`src/rtl/msg_counter_bank_if.sv`:
```
// Avalon-MM register-access interface used by the debug register bank.
// Fixed-latency slave: no waitrequest, one readdatavalid per accepted read.
`timescale 1ns/1ps
interface avalon_mm_if #(
    parameter int ADDR_WIDTH = 16,
    parameter int DATA_WIDTH = 32
);
    logic [ADDR_WIDTH-1:0] address;
    logic                  read;
    logic                  write;
    logic [DATA_WIDTH-1:0] writedata;
    logic [DATA_WIDTH-1:0] readdata;
    logic                  readdatavalid;

    modport master (
        output address, read, write, writedata,
        input  readdata, readdatavalid
    );

    modport slave (
        input  address, read, write, writedata,
        output readdata, readdatavalid
    );
endinterface

```
`src/rtl/msg_counter_bank.sv`:
```
// Per-channel message counters with scratch, sticky overflow status and
// atomic snapshot, exposed as a fixed-latency Avalon-MM register bank.
`timescale 1ns/1ps
module msg_counter_bank #(
    parameter int ADDR_WIDTH   = 16,
    parameter int ADDR_BASE    = 'h400,
    parameter int ADDR_STEP    = 'h2,
    parameter int NUM_CHANNELS = 4,
    parameter int COUNTER_SIZE = 32,
    parameter int DATA_WIDTH   = 32,
    parameter int NUM_SCRATCH  = 2,
    parameter int READ_LATENCY = 1
) (
    input  logic                    clk,
    input  logic                    rst_n,
    input  logic [NUM_CHANNELS-1:0] msg_enter,
    output logic                    overflow_irq,
    avalon_mm_if.slave              reg_mm
);
    localparam int IDX_CTRL     = 0;
    localparam int IDX_STATUS   = 1;
    localparam int IDX_SNAP_CMD = 2;
    localparam int SCRATCH_BASE = 3;
    localparam int LIVE_BASE    = SCRATCH_BASE + NUM_SCRATCH;
    localparam int SNAP_BASE    = LIVE_BASE + NUM_CHANNELS;
    localparam int NUM_REGS     = SNAP_BASE + NUM_CHANNELS;

    logic                    sat_mode;
    logic                    freeze;
    logic [NUM_CHANNELS-1:0] irq_en;
    logic [NUM_CHANNELS-1:0] status;
    logic [COUNTER_SIZE-1:0] live_cnt [NUM_CHANNELS];
    logic [COUNTER_SIZE-1:0] snap_cnt [NUM_CHANNELS];
    logic [DATA_WIDTH-1:0]   scratch  [NUM_SCRATCH];

    logic                    reg_hit;
    int                      reg_idx;
    logic                    wr_en;
    logic [NUM_CHANNELS-1:0] ovf_set;
    logic [NUM_CHANNELS-1:0] w1c_mask;
    logic [DATA_WIDTH-1:0]   rd_data;

    logic [READ_LATENCY-1:0] rd_vld_q;
    logic [DATA_WIDTH-1:0]   rd_data_q [READ_LATENCY];

    // NOTE: every variable gets a default first so no path infers a latch.
    always_comb begin
        reg_hit = 1'b0;
        reg_idx = 0;
        for (int k = 0; k < NUM_REGS; k++) begin
            if (reg_mm.address == ADDR_WIDTH'(ADDR_BASE + ADDR_STEP * k)) begin
                reg_hit = 1'b1;
                reg_idx = k;
            end
        end
    end

    assign wr_en = reg_mm.write && reg_hit;

    // Overflow is the increment attempt at all-ones, in either mode.
    always_comb begin
        ovf_set  = '0;
        w1c_mask = '0;
        for (int i = 0; i < NUM_CHANNELS; i++) begin
            ovf_set[i] = !freeze && msg_enter[i] && (&live_cnt[i]);
        end
        if (wr_en && reg_idx == IDX_STATUS) begin
            w1c_mask = reg_mm.writedata[NUM_CHANNELS-1:0];
        end
    end

    // Read mux sees pre-update state, so a same-cycle write is not visible.
    always_comb begin
        rd_data = '0;
        if (reg_hit) begin
            if (reg_idx == IDX_CTRL) begin
                rd_data[0]                 = sat_mode;
                rd_data[1]                 = freeze;
                rd_data[16 +: NUM_CHANNELS] = irq_en;
            end
            if (reg_idx == IDX_STATUS) begin
                rd_data[NUM_CHANNELS-1:0] = status;
            end
            for (int j = 0; j < NUM_SCRATCH; j++) begin
                if (reg_idx == SCRATCH_BASE + j) rd_data = scratch[j];
            end
            for (int i = 0; i < NUM_CHANNELS; i++) begin
                if (reg_idx == LIVE_BASE + i) rd_data = DATA_WIDTH'(live_cnt[i]);
                if (reg_idx == SNAP_BASE + i) rd_data = DATA_WIDTH'(snap_cnt[i]);
            end
        end
    end

    // NOTE: clocked state uses non-blocking assignments only.
    always_ff @(posedge clk or negedge rst_n) begin
        if (!rst_n) begin
            sat_mode     <= 1'b0;
            freeze       <= 1'b0;
            irq_en       <= '0;
            status       <= '0;
            overflow_irq <= 1'b0;
            // NOTE: these arrays are small flop banks, not RAM, so they reset.
            for (int i = 0; i < NUM_CHANNELS; i++) begin
                live_cnt[i] <= '0;
                snap_cnt[i] <= '0;
            end
            for (int j = 0; j < NUM_SCRATCH; j++) scratch[j] <= '0;
        end else begin
            if (wr_en && reg_idx == IDX_CTRL) begin
                sat_mode <= reg_mm.writedata[0];
                freeze   <= reg_mm.writedata[1];
                irq_en   <= reg_mm.writedata[16 +: NUM_CHANNELS];
            end
            status       <= (status & ~w1c_mask) | ovf_set;
            overflow_irq <= |(status & irq_en);

            for (int j = 0; j < NUM_SCRATCH; j++) begin
                if (wr_en && reg_idx == SCRATCH_BASE + j) scratch[j] <= reg_mm.writedata;
            end

            for (int i = 0; i < NUM_CHANNELS; i++) begin
                if (wr_en && reg_idx == IDX_SNAP_CMD) snap_cnt[i] <= live_cnt[i];
                if (wr_en && reg_idx == LIVE_BASE + i) begin
                    live_cnt[i] <= '0;
                end else if (!freeze && msg_enter[i] && !(sat_mode && (&live_cnt[i]))) begin
                    live_cnt[i] <= live_cnt[i] + 1'b1;
                end
            end
        end
    end

    // Fixed-latency response pipe; data is forced to 0 on idle stages.
    always_ff @(posedge clk or negedge rst_n) begin
        if (!rst_n) begin
            rd_vld_q <= '0;
            for (int s = 0; s < READ_LATENCY; s++) rd_data_q[s] <= '0;
        end else begin
            rd_vld_q[0]  <= reg_mm.read;
            rd_data_q[0] <= reg_mm.read ? rd_data : '0;
            for (int s = 1; s < READ_LATENCY; s++) begin
                rd_vld_q[s]  <= rd_vld_q[s-1];
                rd_data_q[s] <= rd_data_q[s-1];
            end
        end
    end

    assign reg_mm.readdatavalid = rd_vld_q[READ_LATENCY-1];
    assign reg_mm.readdata      = rd_data_q[READ_LATENCY-1];

endmodule

```
`src/flat_wrapper.sv`:
```
// flat-port wrapper written by rule: the top's interface ports become plain ports
module msg_counter_bank_flat 
#(
    parameter int ADDR_WIDTH   = 16,
    parameter int ADDR_BASE    = 'h400,
    parameter int ADDR_STEP    = 'h2,
    parameter int NUM_CHANNELS = 4,
    parameter int COUNTER_SIZE = 32,
    parameter int DATA_WIDTH   = 32,
    parameter int NUM_SCRATCH  = 2,
    parameter int READ_LATENCY = 1
)
  (clk, rst_n, msg_enter, overflow_irq, reg_mm_address, reg_mm_read, reg_mm_write, reg_mm_writedata, reg_mm_readdata, reg_mm_readdatavalid);
  avalon_mm_if #(.ADDR_WIDTH(ADDR_WIDTH), .DATA_WIDTH(DATA_WIDTH)) reg_mm_i ();
  input  logic clk;
  input  logic rst_n;
  input  logic [NUM_CHANNELS-1:0] msg_enter;
  output logic overflow_irq;
  input wire logic [$bits(reg_mm_i.address)-1:0] reg_mm_address;
  input wire logic [$bits(reg_mm_i.read)-1:0] reg_mm_read;
  input wire logic [$bits(reg_mm_i.write)-1:0] reg_mm_write;
  input wire logic [$bits(reg_mm_i.writedata)-1:0] reg_mm_writedata;
  output wire logic [$bits(reg_mm_i.readdata)-1:0] reg_mm_readdata;
  output wire logic [$bits(reg_mm_i.readdatavalid)-1:0] reg_mm_readdatavalid;
  assign reg_mm_i.address = reg_mm_address;
  assign reg_mm_i.read = reg_mm_read;
  assign reg_mm_i.write = reg_mm_write;
  assign reg_mm_i.writedata = reg_mm_writedata;
  assign reg_mm_readdata = reg_mm_i.readdata;
  assign reg_mm_readdatavalid = reg_mm_i.readdatavalid;
  msg_counter_bank #(.ADDR_WIDTH(ADDR_WIDTH), .ADDR_BASE(ADDR_BASE), .ADDR_STEP(ADDR_STEP), .NUM_CHANNELS(NUM_CHANNELS), .COUNTER_SIZE(COUNTER_SIZE), .DATA_WIDTH(DATA_WIDTH), .NUM_SCRATCH(NUM_SCRATCH), .READ_LATENCY(READ_LATENCY)) u_core (.clk(clk), .rst_n(rst_n), .msg_enter(msg_enter), .overflow_irq(overflow_irq), .reg_mm(reg_mm_i));
endmodule
```
`config.mk`:
```
export PLATFORM = sky130hd
export DESIGN_NAME = msg_counter_bank_flat
export DESIGN_NICKNAME = d
export VERILOG_FILES = /design/src/rtl/msg_counter_bank_if.sv /design/src/rtl/msg_counter_bank.sv /design/src/flat_wrapper.sv
export SDC_FILE = /design/constraint.sdc
export NUM_CORES = 1
export LEC_CHECK = 0
export BUFFER_PORTS_ARGS = -buffer_cell sky130_fd_sc_hd__buf_2
export CORE_MARGIN = 4
export CORE_UTILIZATION = 45
export DETAILED_ROUTE_END_ITERATION = 8
export HOLD_SLACK_MARGIN = 0.12
export PLACE_DENSITY = 0.59
export SLEW_MARGIN = 20
export SYNTH_ARGS = -nofsm -noshare
export SYNTH_HDL_FRONTEND = slang
export SYNTH_SLANG_ARGS = --single-unit
```
`constraint.sdc`:
```
create_clock -name clk -period 3.04 [get_ports clk]
set_clock_uncertainty 0.05 [all_clocks]
set_input_delay 0.152 -clock clk [delete_from_list [all_inputs] [get_ports clk]]
set_output_delay 0.152 -clock clk [all_outputs]
set_load 0.05 [all_outputs]
```
==> flow_summary_export.csv <==
group,metric,value,unit
global_routing,antenna_found_initial,1,
yosys,synth_cells,1758,
pwr,p_total,11300,µW
yosys,postSynthAreaPerCell,10.5,µm²
sta,rsz0062_at_grt,"no",
die,io_pins,90,
sta,setup_violations,0,
clock_network,cts_hold_buf,38,
worst_setup_path,cp-start-kind,"input pin",
route,drt_iter0_markers,1455,
clock_network,cts_setup_buffers,0,
route,ant_nets,0,
sta,fin_crit,2.69,ns
clock_network,cts_tree,"yes",
yosys,synthTopCellsByArea,"dfrtp_1 50%, mux2_2 10%, o21ai_0 3.0%",
yosys,yosysTopAreaCell,"dfrtp_1",
yosys,synth_edf_count,0,
worst_setup_path,crit_chain,"dlygate4sd3_1 -> buf_2 -> nor4bb_1 -> nor2_1 -> a31oi_2 -> buf_4 -> a221oi_1 -> a2111oi_0",
worst_hold_path,hold_depth,6,
die,die_h,210,µm
flow_run,maxCapViolCount,0,
worst_hold_path,min-delay-start,"msg_enter[0]",
global_routing,grt_pass1_vias,15133,
clock_network,cts-resized-gates,0,
pwr,powerDensity,521,nW/µm²
worst_setup_path,end_kind,"flip-flop",
sta,worst_pin_slew,0.969,ns
placed_design,io_buffer_count,89,
yosys,ys_ff_latch,364,
worst_setup_path,r2r-end,"u_core.live_cnt[28]$_DFFE_PN0P_",
route,first_pass_iters,5,
worst_setup_path,criticalPathCategory,"in -> reg",
pwr,sw_frac_of_total,0.261,
worst_setup_path,cp_slowest_cell,"a2111oi_0",
clock_network,cts_buffer_depth,3,
clock_network,clk_pin_slew,0.06,ns
worst_setup_path,critical_path_arrival,3.03,ns
layout,drive_above_1_share,0.238,
yosys,synth_commonest_cells,"364 x dfrtp_1, 169 x mux2_2, 145 x nor2_1",
yosys,syn-cell-area,18400,µm²
yosys,yosysMostFrequentCell,"dfrtp_1",
sta,max_freq,372,MHz
pwr,clkPwrFrac,0.444,
global_routing,grt_pass1_wl,95700,µm
clock_network,h-tree-depth,2,
yosys,yosysSeqAreaShare,0.496,
route,post-route-drc-count,0,
pwr,p_seq_frac,0.483,
pwr,power_switching,2950,µW
layout,area_growth,18.0,%
yosys,synth_ff_type,"dfrtp_1",
route,vias,15378,
route,wl_per_cell,25.6,µm
global_routing,grt_max_degree,101,
die,die_w,210,µm
clock_network,clk_latency,0.56,ns
global_routing,grt.total_usage,0.282,
yosys,synth_nets,1818,
worst_setup_path,required,3.38,ns
worst_hold_path,min_path_type,"in -> reg",
global_routing,grt.overflow.total,0,
status,status,"completed",
pwr,internal_power,8340,µW
layout,num-nets-final,1973,
placed_design,hpwl,45600,µm
layout,fill_cells,3600,
die,initial_core_util,0.459,
worst_setup_path,worst-path-max-fanout,16,
yosys,yosysWarnings,0,
sta,relSlewSlack,0.351,
yosys,synth.top_cell.area_share,0.496,
worst_setup_path,critPathMaxStageDelay,0.52,ns
worst_hold_path,min_delay_worst_endpoint,"u_core.live_cnt[106]$_DFFE_PN0P_",
die,row_count,73,
sta,final-max-slew-violation-count,0,
clock_network,cts_buffers,42,
pwr,peakVddDrop,0.000369,V
pwr,p_comb_frac,0.073,
sta,finalCritPeriodShare,0.885,
worst_setup_path,reg2reg_slack,0.45,ns
die,core_area,40000,µm²
die,die_area,44100,µm²
layout,diodes,0,
sta,tns,0,ns
clock_network,cts_sinks,364,
yosys,synth_cell_types,73,
route,wl,63000,µm
yosys,async_reset_ff_frac,1.00,
placed_design,place_congestion,0.952,
sta,hold_viol,0,
route,viasPerCell,6.24,
worst_setup_path,rr_worst_depth,6,
pwr,power_leakage,0.00972,µW
clock_network,root_buffer,"clkbuf_16",
worst_setup_path,r2r_start,"u_core.live_cnt[18]$_DFFE_PN0P_",
==> routing by layer <==
layer,GRT usage,vias to the layer above,part of all wire
met5,0,-,0
met4,0.111,0,0.041
met3,0.0408,111,0.063
met2,0.440,608,0.46
met1,0.401,7841,0.43
li1,-,6818,-
==> worst max path at each step <==
stage,from,endpoint,slack [ns],cells after the start
2_1_floorplan,reg_mm_address[9],u_core.scratch[10]$_DFFE_PN0P_,0.64,8
6_report,reg_mm_address[4],u_core.reg_mm.readdata[12]$_DFF_PN0_,0.35,8
4_1_cts,reg_mm_address[4],u_core.reg_mm.readdata[12]$_DFF_PN0_,0.44,8
3_5_place_dp,reg_mm_address[13],u_core.reg_mm.readdata[12]$_DFF_PN0_,0.13,8
3_3_place_gp,reg_mm_address[13],u_core.reg_mm.readdata[0]$_DFF_PN0_,0.23,9
5_1_grt,reg_mm_address[4],u_core.reg_mm.readdata[10]$_DFF_PN0_,0.15,8
==> registers in the layout, indices dropped and copies added (netlist names) <==
| signal | flops |
|---|---|
| u_core.live_cnt | 128 |
| u_core.snap_cnt | 128 |
| u_core.scratch | 64 |
| u_core.reg_mm.readdata | 32 |
| u_core.irq_en | 4 |
| u_core.status | 4 |
| u_core.freeze | 1 |
| u_core.overflow_irq | 1 |
| u_core.reg_mm.readdatavalid | 1 |
| u_core.sat_mode | 1 |
==> metrics by stage <==
stage / utilization / worst slack [ns] / hold slack (ns) / instances / cell area (µm²)
after floorplan: - / 0.643 / -0.194 / 1758 / 18400
after global placement: 0.499 / 0.229 / 0.231 / 2356 / 20000
after detailed placement: 0.499 / 0.129 / 0.233 / 2356 / 20000
after CTS: 0.542 / 0.440 / 0.156 / 2464 / 21700
after global routing: 0.542 / 0.153 / 0.215 / 2464 / 21700
final: 0.542 / 0.350 / 0.144 / 2464 / 21700
==> power by group through the flow <==
stage	registers (µW)	logic, µW	clock network (µW)
2_1_floorplan	5340	465	0
3_3_place_gp	5530	759	0
3_5_place_dp	5530	785	0
4_1_cts	5440	827	5100
5_1_grt	5470	931	5290
6_report	5450	824	5010
==> cells in the final DEF, fill, tap and decap left out, types with 8 or more instances in the layout <==
cell	Yosys	final
dfrtp_1	364	364
mux2_2	169	169
nor2_1	145	144
nand2_1	129	129
o21ai_0	111	111
buf_2	25	88
buf_4	3	84
nand3_1	63	63
nand4_1	60	60
a21oi_1	60	60
o22ai_1	52	52
xor2_1	48	48
xnor2_1	47	47
clkbuf_16	0	43
dlygate4sd3_1	0	38
nor3_1	38	37
and3_1	32	32
a221oi_1	24	24
o2bb2ai_1	24	24
nor4_1	25	23
mux2_4	22	22
or3_1	21	21
inv_1	17	17
and4_1	16	16
buf_12	0	16
or4_1	16	15
a2111oi_0	13	12
a211oi_1	12	12
clkbuf_1	81	11
o211ai_1	10	10
nor2b_1	9	9
and2_1	8	8
mux2i_1	8	8
==> cells by family (layout without fill, tap and decap cells) <==
| logic type | count (synthesis) | after routing | share of synthesized area |
|---|---|---|---|
| simple gates | 605 | 605 | 0.174 |
| flops | 364 | 364 | 0.496 |
| compound gates | 358 | 358 | 0.125 |
| mux | 199 | 199 | 0.126 |
| buf+inv | 133 | 314 | 0.0311 |
| xor+xnor | 95 | 95 | 0.0453 |
| fa+ha+maj | 4 | 4 | 0.00272 |
==> critical path: cells and delay by family <==
| kind | cells | cell delay (ns) |
|---|---|---|
| and+or+nand+nor | 2 | 0.67 |
| buffers and inverters | 3 | 1.11 |
| AOI/OAI and AO/OA | 3 | 1.09 |
==> final cells by class <==
type	instances	area, µm²	share of cell area
clock buffers	59	1190	0.0547
repair buffers	227	1790	0.0824
clock inverters	11	140	0.00647
well taps	525	657	0.0303
flip-flops and latches	364	9110	0.420
multi-input cells	1261	8730	0.403
inverters	17	63.8	0.00294
Power figures use the tool's default switching activity.
